[src/rtl/sd_spi_pkg.sv]
// Shared constants for the SD SPI-mode card responder.
// Command indices, R1 bits, tokens, OCR value and FSM state encoding.
package sd_spi_pkg;

    localparam logic [5:0] CMD_GO_IDLE      = 6'd0;
    localparam logic [5:0] CMD_SEND_IF_COND = 6'd8;
    localparam logic [5:0] CMD_STOP         = 6'd12;
    localparam logic [5:0] CMD_SET_BLOCKLEN = 6'd16;
    localparam logic [5:0] CMD_READ_SINGLE  = 6'd17;
    localparam logic [5:0] CMD_READ_MULTI   = 6'd18;
    localparam logic [5:0] CMD_SD_SEND_OP   = 6'd41;
    localparam logic [5:0] CMD_APP          = 6'd55;
    localparam logic [5:0] CMD_READ_OCR     = 6'd58;

    localparam logic [7:0] R1_READY   = 8'h00;
    localparam logic [7:0] R1_IDLE    = 8'h01;
    localparam logic [7:0] R1_ILLEGAL = 8'h04;

    localparam logic [7:0]  START_TOKEN = 8'hFE;
    localparam logic [31:0] OCR_SDHC    = 32'hC0FF8000;
    localparam logic [23:0] CMD8_PREFIX = 24'h000001;

    typedef enum logic [2:0] {
        ST_IDLE,
        ST_WAIT_NCR,
        ST_TX_R1,
        ST_TX_TAIL,
        ST_WAIT_NAC,
        ST_TX_TOKEN,
        ST_TX_DATA,
        ST_TX_CRC
    } state_t;

endpackage

[src/rtl/sd_crc16.sv]
// Bit-serial CRC16-CCITT (poly 0x1021, init 0), MSB first.
// Ports: clk, rst (sync, high), clr (restart), en (take din), din, crc.
module sd_crc16 (
    input  logic        clk,
    input  logic        rst,
    input  logic        clr,
    input  logic        en,
    input  logic        din,
    output logic [15:0] crc
);

    logic fb;
    assign fb = crc[15] ^ din;

    always_ff @(posedge clk) begin
        if (rst || clr) begin
            crc <= 16'h0000;
        end else if (en) begin
            crc <= {crc[14:0], 1'b0} ^ (fb ? 16'h1021 : 16'h0000);
        end
    end

endmodule

[src/rtl/sd_spi_responder.sv]
// SD card (SPI mode, SDHC) responder for closed-loop host self-test.
// Ports: clk/rst, sclk/cs/mosi from host, miso back; card_ready,
// cmd_valid, cmd_index, blocks_sent and sticky illegal_cmd status.
module sd_spi_responder
    import sd_spi_pkg::*;
#(
    parameter int NCR_BYTES   = 1,
    parameter int NAC_BYTES   = 4,
    parameter int IDLE_POLLS  = 2,
    parameter int SYNC_STAGES = 2
) (
    input  logic        clk,
    input  logic        rst,
    input  logic        sclk,
    input  logic        cs,
    input  logic        mosi,
    output logic        miso,
    output logic        card_ready,
    output logic        cmd_valid,
    output logic [5:0]  cmd_index,
    output logic [31:0] blocks_sent,
    output logic        illegal_cmd
);

    // SYNC_STAGES must be at least 2
    logic [SYNC_STAGES-1:0] sclk_sync, cs_sync, mosi_sync;
    logic sclk_s, cs_s, mosi_s, sclk_d;
    logic rise, fall, load;

    logic [47:0] rx_sh, rx_n;
    logic [2:0]  bit_cnt, fcnt;
    logic        byte_end, frame_done;
    logic [5:0]  idx;
    logic [31:0] arg;
    logic        busy, accept, unused_bits;

    state_t      state, state_n;
    logic [8:0]  cnt;
    logic        cnt_clr, cnt_inc, cnt_stop;
    logic [7:0]  tx_byte, tx_sh, r1;
    logic [31:0] tail, addr;
    logic        tail_en, tail_shift, rd, multi, in_data;
    logic        crc_clr, crc_en, blk_done, app_cmd;
    logic [7:0]  polls;
    logic [15:0] crc;

    logic [7:0]  r1_n;
    logic [31:0] tail_n;
    logic        tail_en_n, rd_n, multi_n, ill_n;
    logic        ready_set, ready_clr, poll_inc;

    assign sclk_s = sclk_sync[SYNC_STAGES-1];
    assign cs_s   = cs_sync[SYNC_STAGES-1];
    assign mosi_s = mosi_sync[SYNC_STAGES-1];

    // sclk edges only count while selected
    assign rise = sclk_s & ~sclk_d & ~cs_s;
    assign fall = ~sclk_s & sclk_d & ~cs_s;
    // falling edge after the 8th rising edge starts a new miso byte
    assign load = fall & (bit_cnt == 3'd0);

    assign rx_n       = {rx_sh[46:0], mosi_s};
    assign byte_end   = rise & (bit_cnt == 3'd7);
    assign frame_done = byte_end & (fcnt == 3'd5);
    assign idx        = rx_n[45:40];
    assign arg        = rx_n[39:8];
    assign busy       = (state == ST_TX_DATA) || (state == ST_TX_CRC);
    assign accept     = frame_done & (~busy | (idx == CMD_STOP));
    assign unused_bits = rx_sh[47];

    assign crc_en = (load & (state == ST_TX_DATA))
                  | (fall & ~load & in_data);

    sd_crc16 u_crc (
        .clk (clk),
        .rst (rst),
        .clr (crc_clr),
        .en  (crc_en),
        .din (load ? tx_byte[7] : tx_sh[7]),
        .crc (crc)
    );

    // Command decode: response and side effects for the frame in rx_n
    always_comb begin
        r1_n      = {7'b0, ~card_ready};
        tail_n    = 32'h0;
        tail_en_n = 1'b0;
        rd_n      = 1'b0;
        multi_n   = 1'b0;
        ill_n     = 1'b0;
        ready_set = 1'b0;
        ready_clr = 1'b0;
        poll_inc  = 1'b0;
        unique case (idx)
            CMD_GO_IDLE: begin
                r1_n      = R1_IDLE;
                ready_clr = 1'b1;
            end
            CMD_SEND_IF_COND: begin
                tail_en_n = 1'b1;
                tail_n    = {CMD8_PREFIX, arg[7:0]};
            end
            CMD_SD_SEND_OP: begin
                if (!app_cmd) begin
                    ill_n = 1'b1;
                end else if (polls < 8'(IDLE_POLLS)) begin
                    r1_n     = R1_IDLE;
                    poll_inc = 1'b1;
                end else begin
                    r1_n      = R1_READY;
                    ready_set = 1'b1;
                end
            end
            CMD_READ_OCR: begin
                tail_en_n = 1'b1;
                tail_n    = OCR_SDHC;
            end
            CMD_READ_SINGLE, CMD_READ_MULTI: begin
                if (card_ready) begin
                    r1_n    = R1_READY;
                    rd_n    = 1'b1;
                    multi_n = (idx == CMD_READ_MULTI);
                end else begin
                    ill_n = 1'b1;
                end
            end
            CMD_STOP:         r1_n = R1_READY;
            CMD_APP:          ;
            CMD_SET_BLOCKLEN: ;
            default:          ill_n = 1'b1;
        endcase
        if (ill_n) r1_n = R1_ILLEGAL | {7'b0, ~card_ready};
    end

    // Next state and byte to shift out at each byte boundary
    always_comb begin
        state_n    = state;
        tx_byte    = 8'hFF;
        cnt_clr    = 1'b0;
        cnt_inc    = 1'b0;
        cnt_stop   = 1'b0;
        crc_clr    = 1'b0;
        blk_done   = 1'b0;
        tail_shift = 1'b0;
        if (load) begin
            case (state)
                ST_IDLE: ;
                ST_WAIT_NCR: begin
                    cnt_inc = 1'b1;
                    if (cnt == 9'(NCR_BYTES - 1)) begin
                        state_n = ST_TX_R1;
                        cnt_clr = 1'b1;
                    end
                end
                ST_TX_R1: begin
                    tx_byte = r1;
                    cnt_clr = 1'b1;
                    if (tail_en)  state_n = ST_TX_TAIL;
                    else if (rd)  state_n = ST_WAIT_NAC;
                    else          state_n = ST_IDLE;
                end
                ST_TX_TAIL: begin
                    tx_byte    = tail[31:24];
                    tail_shift = 1'b1;
                    cnt_inc    = 1'b1;
                    if (cnt == 9'd3) begin
                        state_n = ST_IDLE;
                        cnt_clr = 1'b1;
                    end
                end
                ST_WAIT_NAC: begin
                    cnt_inc = 1'b1;
                    if (cnt == 9'(NAC_BYTES - 1)) begin
                        state_n = ST_TX_TOKEN;
                        cnt_clr = 1'b1;
                    end
                end
                ST_TX_TOKEN: begin
                    tx_byte = START_TOKEN;
                    crc_clr = 1'b1;
                    cnt_clr = 1'b1;
                    state_n = ST_TX_DATA;
                end
                ST_TX_DATA: begin
                    tx_byte = addr[7:0] + cnt[7:0];
                    cnt_inc = 1'b1;
                    if (cnt == 9'd511) begin
                        state_n = ST_TX_CRC;
                        cnt_clr = 1'b1;
                    end
                end
                ST_TX_CRC: begin
                    tx_byte = cnt[0] ? crc[7:0] : crc[15:8];
                    cnt_inc = 1'b1;
                    if (cnt[0]) begin
                        blk_done = 1'b1;
                        cnt_clr  = 1'b1;
                        state_n  = multi ? ST_WAIT_NAC : ST_IDLE;
                    end
                end
            endcase
        end
        if (accept) begin
            state_n = ST_WAIT_NCR;
            // a stop inside a block gets exactly one stuff byte
            cnt_stop = busy;
            cnt_clr  = 1'b1;
        end
        if (cs_s) state_n = ST_IDLE;
    end

    always_ff @(posedge clk) begin
        if (rst) state <= ST_IDLE;
        else     state <= state_n;
    end

    always_ff @(posedge clk) begin
        if (rst) begin
            sclk_sync   <= '0;
            cs_sync     <= '1;
            mosi_sync   <= '1;
            sclk_d      <= 1'b0;
            rx_sh       <= '0;
            bit_cnt     <= 3'd0;
            fcnt        <= 3'd0;
            cmd_valid   <= 1'b0;
            cmd_index   <= 6'd0;
            illegal_cmd <= 1'b0;
            card_ready  <= 1'b0;
            polls       <= 8'd0;
            app_cmd     <= 1'b0;
            r1          <= 8'hFF;
            tail        <= 32'h0;
            tail_en     <= 1'b0;
            rd          <= 1'b0;
            multi       <= 1'b0;
            addr        <= 32'h0;
            blocks_sent <= 32'h0;
            cnt         <= 9'd0;
            miso        <= 1'b1;
            tx_sh       <= 8'hFF;
            in_data     <= 1'b0;
        end else begin
            sclk_sync <= {sclk_sync[SYNC_STAGES-2:0], sclk};
            cs_sync   <= {cs_sync[SYNC_STAGES-2:0], cs};
            mosi_sync <= {mosi_sync[SYNC_STAGES-2:0], mosi};
            sclk_d    <= sclk_s;

            if (cs_s) begin
                bit_cnt <= 3'd0;
                fcnt    <= 3'd0;
            end else if (rise) begin
                rx_sh   <= rx_n;
                bit_cnt <= bit_cnt + 3'd1;
                if (byte_end) begin
                    if (fcnt == 3'd0)
                        fcnt <= (rx_n[7:6] == 2'b01) ? 3'd1 : 3'd0;
                    else if (fcnt == 3'd5)
                        fcnt <= 3'd0;
                    else
                        fcnt <= fcnt + 3'd1;
                end
            end

            cmd_valid <= frame_done;
            if (frame_done) cmd_index <= idx;

            if (accept) begin
                r1      <= r1_n;
                tail    <= tail_n;
                tail_en <= tail_en_n;
                rd      <= rd_n;
                multi   <= multi_n;
                app_cmd <= (idx == CMD_APP);
                if (ill_n)    illegal_cmd <= 1'b1;
                if (rd_n)     addr <= arg;
                if (poll_inc) polls <= polls + 8'd1;
                if (ready_set) card_ready <= 1'b1;
                if (ready_clr) begin
                    card_ready <= 1'b0;
                    polls      <= 8'd0;
                end
            end else if (tail_shift) begin
                tail <= {tail[23:0], 8'h00};
            end

            if (blk_done) begin
                blocks_sent <= blocks_sent + 32'd1;
                if (multi) addr <= addr + 32'd1;
            end

            if (cnt_stop)     cnt <= 9'(NCR_BYTES - 1);
            else if (cnt_clr) cnt <= 9'd0;
            else if (cnt_inc) cnt <= cnt + 9'd1;

            if (cs_s) begin
                miso    <= 1'b1;
                tx_sh   <= 8'hFF;
                in_data <= 1'b0;
            end else if (load) begin
                miso    <= tx_byte[7];
                tx_sh   <= {tx_byte[6:0], 1'b1};
                in_data <= (state == ST_TX_DATA);
            end else if (fall) begin
                miso  <= tx_sh[7];
                tx_sh <= {tx_sh[6:0], 1'b1};
            end
        end
    end

endmodule
[config.mk]
export PLATFORM = sky130hd
export DESIGN_NAME = sd_spi_responder
export DESIGN_NICKNAME = d
export VERILOG_FILES = /design/src/rtl/sd_spi_pkg.sv /design/src/rtl/sd_crc16.sv /design/src/rtl/sd_spi_responder.sv
export SDC_FILE = /design/constraint.sdc
export NUM_CORES = 1
export LEC_CHECK = 0
export CAP_MARGIN = 15
export CELL_PAD_IN_SITES_DETAIL_PLACEMENT = 0
export CELL_PAD_IN_SITES_GLOBAL_PLACEMENT = 1
export CORE_AREA = 3 3 149 151
export DETAILED_ROUTE_END_ITERATION = 6
export DIE_AREA = 0 0 152 154
export PLACE_DENSITY_LB_ADDON = 0.2
export REMOVE_ABC_BUFFERS = 1
export SLEW_MARGIN = 20
export SYNTH_ARGS = -nofsm -noshare
export SYNTH_HDL_FRONTEND = slang
export SYNTH_SLANG_ARGS = --single-unit
[constraint.sdc]
create_clock -name clk -period 2.2 [get_ports clk]
set_clock_uncertainty 0.15 [all_clocks]
set_input_delay 0.55 -clock clk [delete_from_list [all_inputs] [get_ports clk]]
set_output_delay 0.55 -clock clk [all_outputs]
set_load 0.02 [all_outputs]
==> After elaboration in Yosys (flattened, before gate mapping) <==
Index checks and enable logic that the tools add are counted.
{ "op_classes": {"n_addsub": 7, "order_cmp": 1, "n_eq_ne": 30, "n_mux": 69, "n_bitwise": 21, "n_reduce_logical": 29} }
{ "ops": {"columns": ["cell", "n"], "rows": [
  ["32-bit 2-to-1 mux", 6],
  ["32-bit by 1-bit adder with 32-bit output (second input constant)", 2],
  ["32-bit one-hot mux with 2 select lines", 1],
  ["8-bit 2-to-1 mux", 6],
  ["1-bit 2-to-1 mux", 40],
  ["8-bit one-hot mux with 5 select lines", 1],
  ["3-bit 2-to-1 mux", 10],
  ["3-bit one-hot mux with 7 select lines", 1],
  ["3-bit == test (second input constant)", 6],
  ["6-bit by 5-bit == test with 1-bit output (second input constant)", 3],
  ["6-bit == test (second input constant)", 3],
  ["16-bit bitwise XOR", 1],
  ["3-bit != test (second input constant)", 5],
  ["7-bit AND reduction", 2],
  ["13-bit 2-to-1 mux", 1],
  ["6-bit by 4-bit == test with 1-bit output (second input constant)", 2],
  ["1-bit bitwise AND", 11],
  ["2-bit != test (second input constant)", 5],
  ["2-bit AND reduction", 5],
  ["2-bit nonzero test", 5],
  ["2-bit OR reduction", 5],
  ["9-bit by 1-bit adder with 9-bit output (second input constant)", 1],
  ["9-bit by 2-bit == test with 1-bit output (second input constant)", 1],
  ["9-bit == test (second input constant)", 1],
  ["22 further kinds", 33]
]} }
{ "totals": {"ff_bits": 220, "output_inout_bits": 42} }

==> Depth between registers and ports, before layout <==
{ "logic_depth": {"depth_word": 9, "mapped_depth": 11} }

==> Modules after synthesis <==
From an unflattened synthesis, not the netlist that was laid out.
{ "hier_totals": {"hier_cells": 1032, "area_unflattened_um2": 8578.2} }
{ "modules_own_cells": {"columns": ["module", "instances", "cells_per_inst", "area_each_um2", "seq_area_each_um2"], "rows": [
  ["sd_spi_responder", 1, 972, 7945.1, 3503.4],
  ["sd_crc16", 1, 60, 633.1, 320.3]
]} }

==> Least setup slack after synthesis <==
No wires, ideal clock.
{ "synth_timing": {"path_type": "reg-to-reg", "startpoint": "register cnt[1]", "endpoint": "register state[1]", "t_arrival_ns": 2.033, "required_time_ns": 1.964, "slack_ns": -0.068, "path_stages_with_launch": 12, "path_buffers": 0, "period_less_slack_ns": 2.268, "path_cell_list": "dfxtp_1 ha_1 nand2_1 nor2_1 and3_1 ha_1 nand3b_1 a21oi_1 nor3_1 o211ai_1 or3_1 a211oi_1"} }
{ "synth_between": {"elab_chain_cells": 3, "elab_cells_between_ends": 8} }
{ "synth_rtl": {"columns": ["element", "line", "rtl"], "rows": [
  ["start: declaration", "sd_spi_responder.sv:38", "logic [8:0] cnt;"],
  ["start signal: assignment", "sd_spi_responder.sv:292", "if (cnt_stop) cnt <= 9'(NCR_BYTES - 1);"],
  ["start signal: assignment", "sd_spi_responder.sv:294", "else if (cnt_inc) cnt <= cnt + 9'd1;"],
  ["9-bit == test, or another cell as far along", "sd_spi_responder.sv:187", "if (cnt == 9'd511) begin"],
  ["2-bit != test (no source line)", null, null],
  ["7-bit AND reduction (no source line) (*)", null, null],
  ["end signal: assignment", "sd_spi_responder.sv:214", "else state <= state_n;"],
  ["end: declaration", "sd_spi_responder.sv:37", "state_t state, state_n;"]
]} }
Mark *: on every way between the ends. The rest lies on a longest branch, timed or not.
A chain may end at the register's enable or synchronous reset.

==> Worst setup path after layout <==
Ends and elaborated chain as after synthesis.

==> results.cfg <==
[layout]
area_delta_synth_final_pct = 25.91
fin_cells = 1443
n_antenna_cell = 0
fin_nets = 1177
multi_input_area_mm2 = 0.004569
final_cell_area_mm2 = 0.01074
fill_cells = 2107
drive_gt1_frac = 0.1807
regArea_mm2 = 0.003830

[floorplan]
die_h_um = 154
floorplan.core_area_mm2 = 0.02096
dieArea_mm2 = 0.02341
initial_utilization = 0.4072
die_x_um = 152
rows = 53
ioPinCount = 47

[detailed_routing]
dr_wl_met3_um = 708
drcViolationCount = 0
num_vias = 7459
highest_layer = met4
wl_met2_mm = 9.361
first_iter_violations = 456
drt-total-wl_mm = 20.95
dr.pass1.iters = 5
ant_nets = 0
wl_per_cell_um = 14.52
m1WireLength_mm = 10.58
drt-vias-per-instance = 5.169

[critical_path]
path_class = reg2reg
cpMostUsedCell = ha_4
critical_path_required_ps = 2410
r2r-end = state[1]$_SDFFE_PP0P_
ff2ff_setup_slack_ps = -100
cp_slowest_cell = or3_1
cp_cell_sequence = ha_4 -> nand2_2 -> nor2_2 -> and3_4 -> ha_4 -> nand3b_1 -> a21oi_2 -> nor3_2 -> o211ai_1 -> or3_1 -> a211oi_2
slowest_delay_ps = 420
start_kind = flop
timing.rr.start = cnt[1]$_SDFFE_PP0P_
rr_worst_depth = 11
endpoint_kind = flop
cp_max_fo = 5
crit_start = cnt[1]$_SDFFE_PP0P_
arrival_ps = 2510

[yosys]
yosys_warnings = 0
ys_seq_area_frac = 0.4482
syn_area_mm2 = 0.008532
synth-edff-count = 0
async_flop_share = 0
synth_top_area_cell = dfxtp_1
post-synth-top-area-fraction = 0.4482
ys_ff_latch = 191
syn_avg_cell_area_um2 = 8.157
postSynthCellCount = 1046
synth_commonest_cells = nand2_1, dfxtp_1, a21oi_1
synthTopCellsByArea = dfxtp_1, nand2_1, a21oi_1, nor2_1, nand3_1
synth_top_flop_cell = dfxtp_1
synth.most_common_cell = nand2_1
ys_types = 69

[global_route]
grt_overflow_total = 0
antenna_found_initial = 0
grt_pass1_wl_mm = 35.38
grt_pass1_vias = 7017
grt_max_degree = 50
grt_usage = 0.1793

[cts]
h-tree-depth = 4
insertion_delay_ps = 430
clkTransAtPathRegs_ps = 80
cts_sinks = 191
cts.root.buffer_cell = clkbuf_16
clock_path_buffers = 2
cts_buffers = 17
cts_tree = yes
hold_buffers = 0

[timing]
fmax_ghz = 0.4350
hold_violations = 0
period_minus_slack_ps = 2299
rsz0062_at_grt = yes
period_share = 1.045
finalSetupViolations = 2
fin_ws_ps = -99.04
slew_headroom = 0.6674
worst_pin_slew_ps = 497.1
maxSlewViolCount = 0
tns_ps = -160.7

[power_and_ir_drop]
ir_drop_v = 0.0003985
p_per_area_mw_per_mm2 = 610.8
power_mw = 6.562
p_leak_nw = 4.164

[placed_design]
place.gp.congestion = 0.8289
dp.cells = 1402
dp_slack_ps = -80.82
numPortBuffers = 46
post-dp-hpwl_mm = 14.47
postPlaceCellArea_mm2 = 0.009879

[outcome]
violations = setup timing
outcome = finished with violations

[min_path]
min_to = mosi_sync[1]$_SDFF_PP1_
min_path_type = reg2reg
whs_path_depth = 1
holdCritStartpoint = mosi_sync[0]$_SDFF_PP1_

[job]
max_cap_viol_count = 0
## power breakdown
part           switching [mW]  leakage (nW)  internal [mW]
registers             0.00298          1.54           3.46
clock network            1.49         0.272           1.50
logic                  0.0755          2.35         0.0350
## sequential cells by signal, indices dropped and copies added (netlist names), 3 cells and up
| register | cells |
|---|---|
| blocks_sent | 32 |
| rx_sh | 45 |
| cmd_index | 6 |
| addr | 8 |
| fcnt | 3 |
| cnt | 9 |
| r1 | 3 |
| polls | 8 |
| state | 3 |
| bit_cnt | 3 |
| tx_sh | 7 |
| u_crc.crc | 16 |
| tail | 32 |
## layout by cell type (no fill, tap or decap), types with 6 or more instances in the layout
cell type / count
nor3_1: 12
a21oi_1: 124
and2_1: 6
dfxtp_1: 186
nand3_1: 40
nor2_1: 79
a41oi_1: 6
dlygate4sd2_1: 9
a31oi_1: 14
or2_2: 7
mux2i_1: 9
o21ai_0: 20
xnor2_1: 14
inv_1: 15
buf_4: 100
and3_1: 12
nand4_1: 17
nor2b_1: 15
ha_1: 12
xor2_1: 24
nand2_1: 225
clkbuf_16: 17
clkdlybuf4s50_1: 24
dlymetal6s2s_1: 12
nand2b_1: 6
## metal layers
metal,GRT usage,up-vias
li1,-,3823
met1,0.2622,3514
met2,0.2714,108
met3,0.03265,14
met4,0.05009,0
met5,0,-
## how the worst max path moves through the flow
stage	end	slack [ps]
floorplan	tail[15]$_SDFFE_PP0P_	-1890
global placement	tx_sh[7]$_SDFFE_PP1P_	-70
detailed placement	state[1]$_SDFFE_PP0P_	-80
CTS	state[1]$_SDFFE_PP0P_	-30
global route	state[1]$_SDFFE_PP0P_	-240
finish	state[1]$_SDFFE_PP0P_	-100
## through the flow
step,hold slack [ps],util
global placement,243.6,0.4715
global route,284.8,0.5127
CTS,266.1,0.4997
detailed placement,246.3,0.4715
finish,262.7,0.5127
floorplan,239.5,-
## cell families after synthesis
logic type,Yosys count,share of synthesized area
and+or+nand+nor,480,0.2710
AOI/OAI and AO/OA,223,0.1555
DFF,191,0.4482
buffers and inverters,82,0.03959
xor gates and xnor gates,41,0.04561
adders and majority gates,18,0.02698
muxes,11,0.01320
## layout make-up
| cell class | count | area share |
|---|---|---|
| Tap cell | 275 | 0.03203 |
| Inverter | 17 | 0.005940 |
| Multi-Input combinational cell | 773 | 0.4253 |
| Clock inverter | 14 | 0.01211 |
| Clock buffer | 18 | 0.03995 |
| Timing Repair Buffer | 155 | 0.1281 |
| Sequential cell | 191 | 0.3565 |
## worst max-delay path: cells and delay by family, from the launching register on
family          cells  cell delay (ps)
compound gates      3              450
fa+ha+maj           2              250
flops               1              360
simple gates        6             1010
## what timing repair did
item,CTS,global route
buffers inserted,1,8
resized for setup,20,59
pin swaps,5,18
cloned,0,0
setup endpoints to repair,13,96
(Power assumes the default switching activity.)
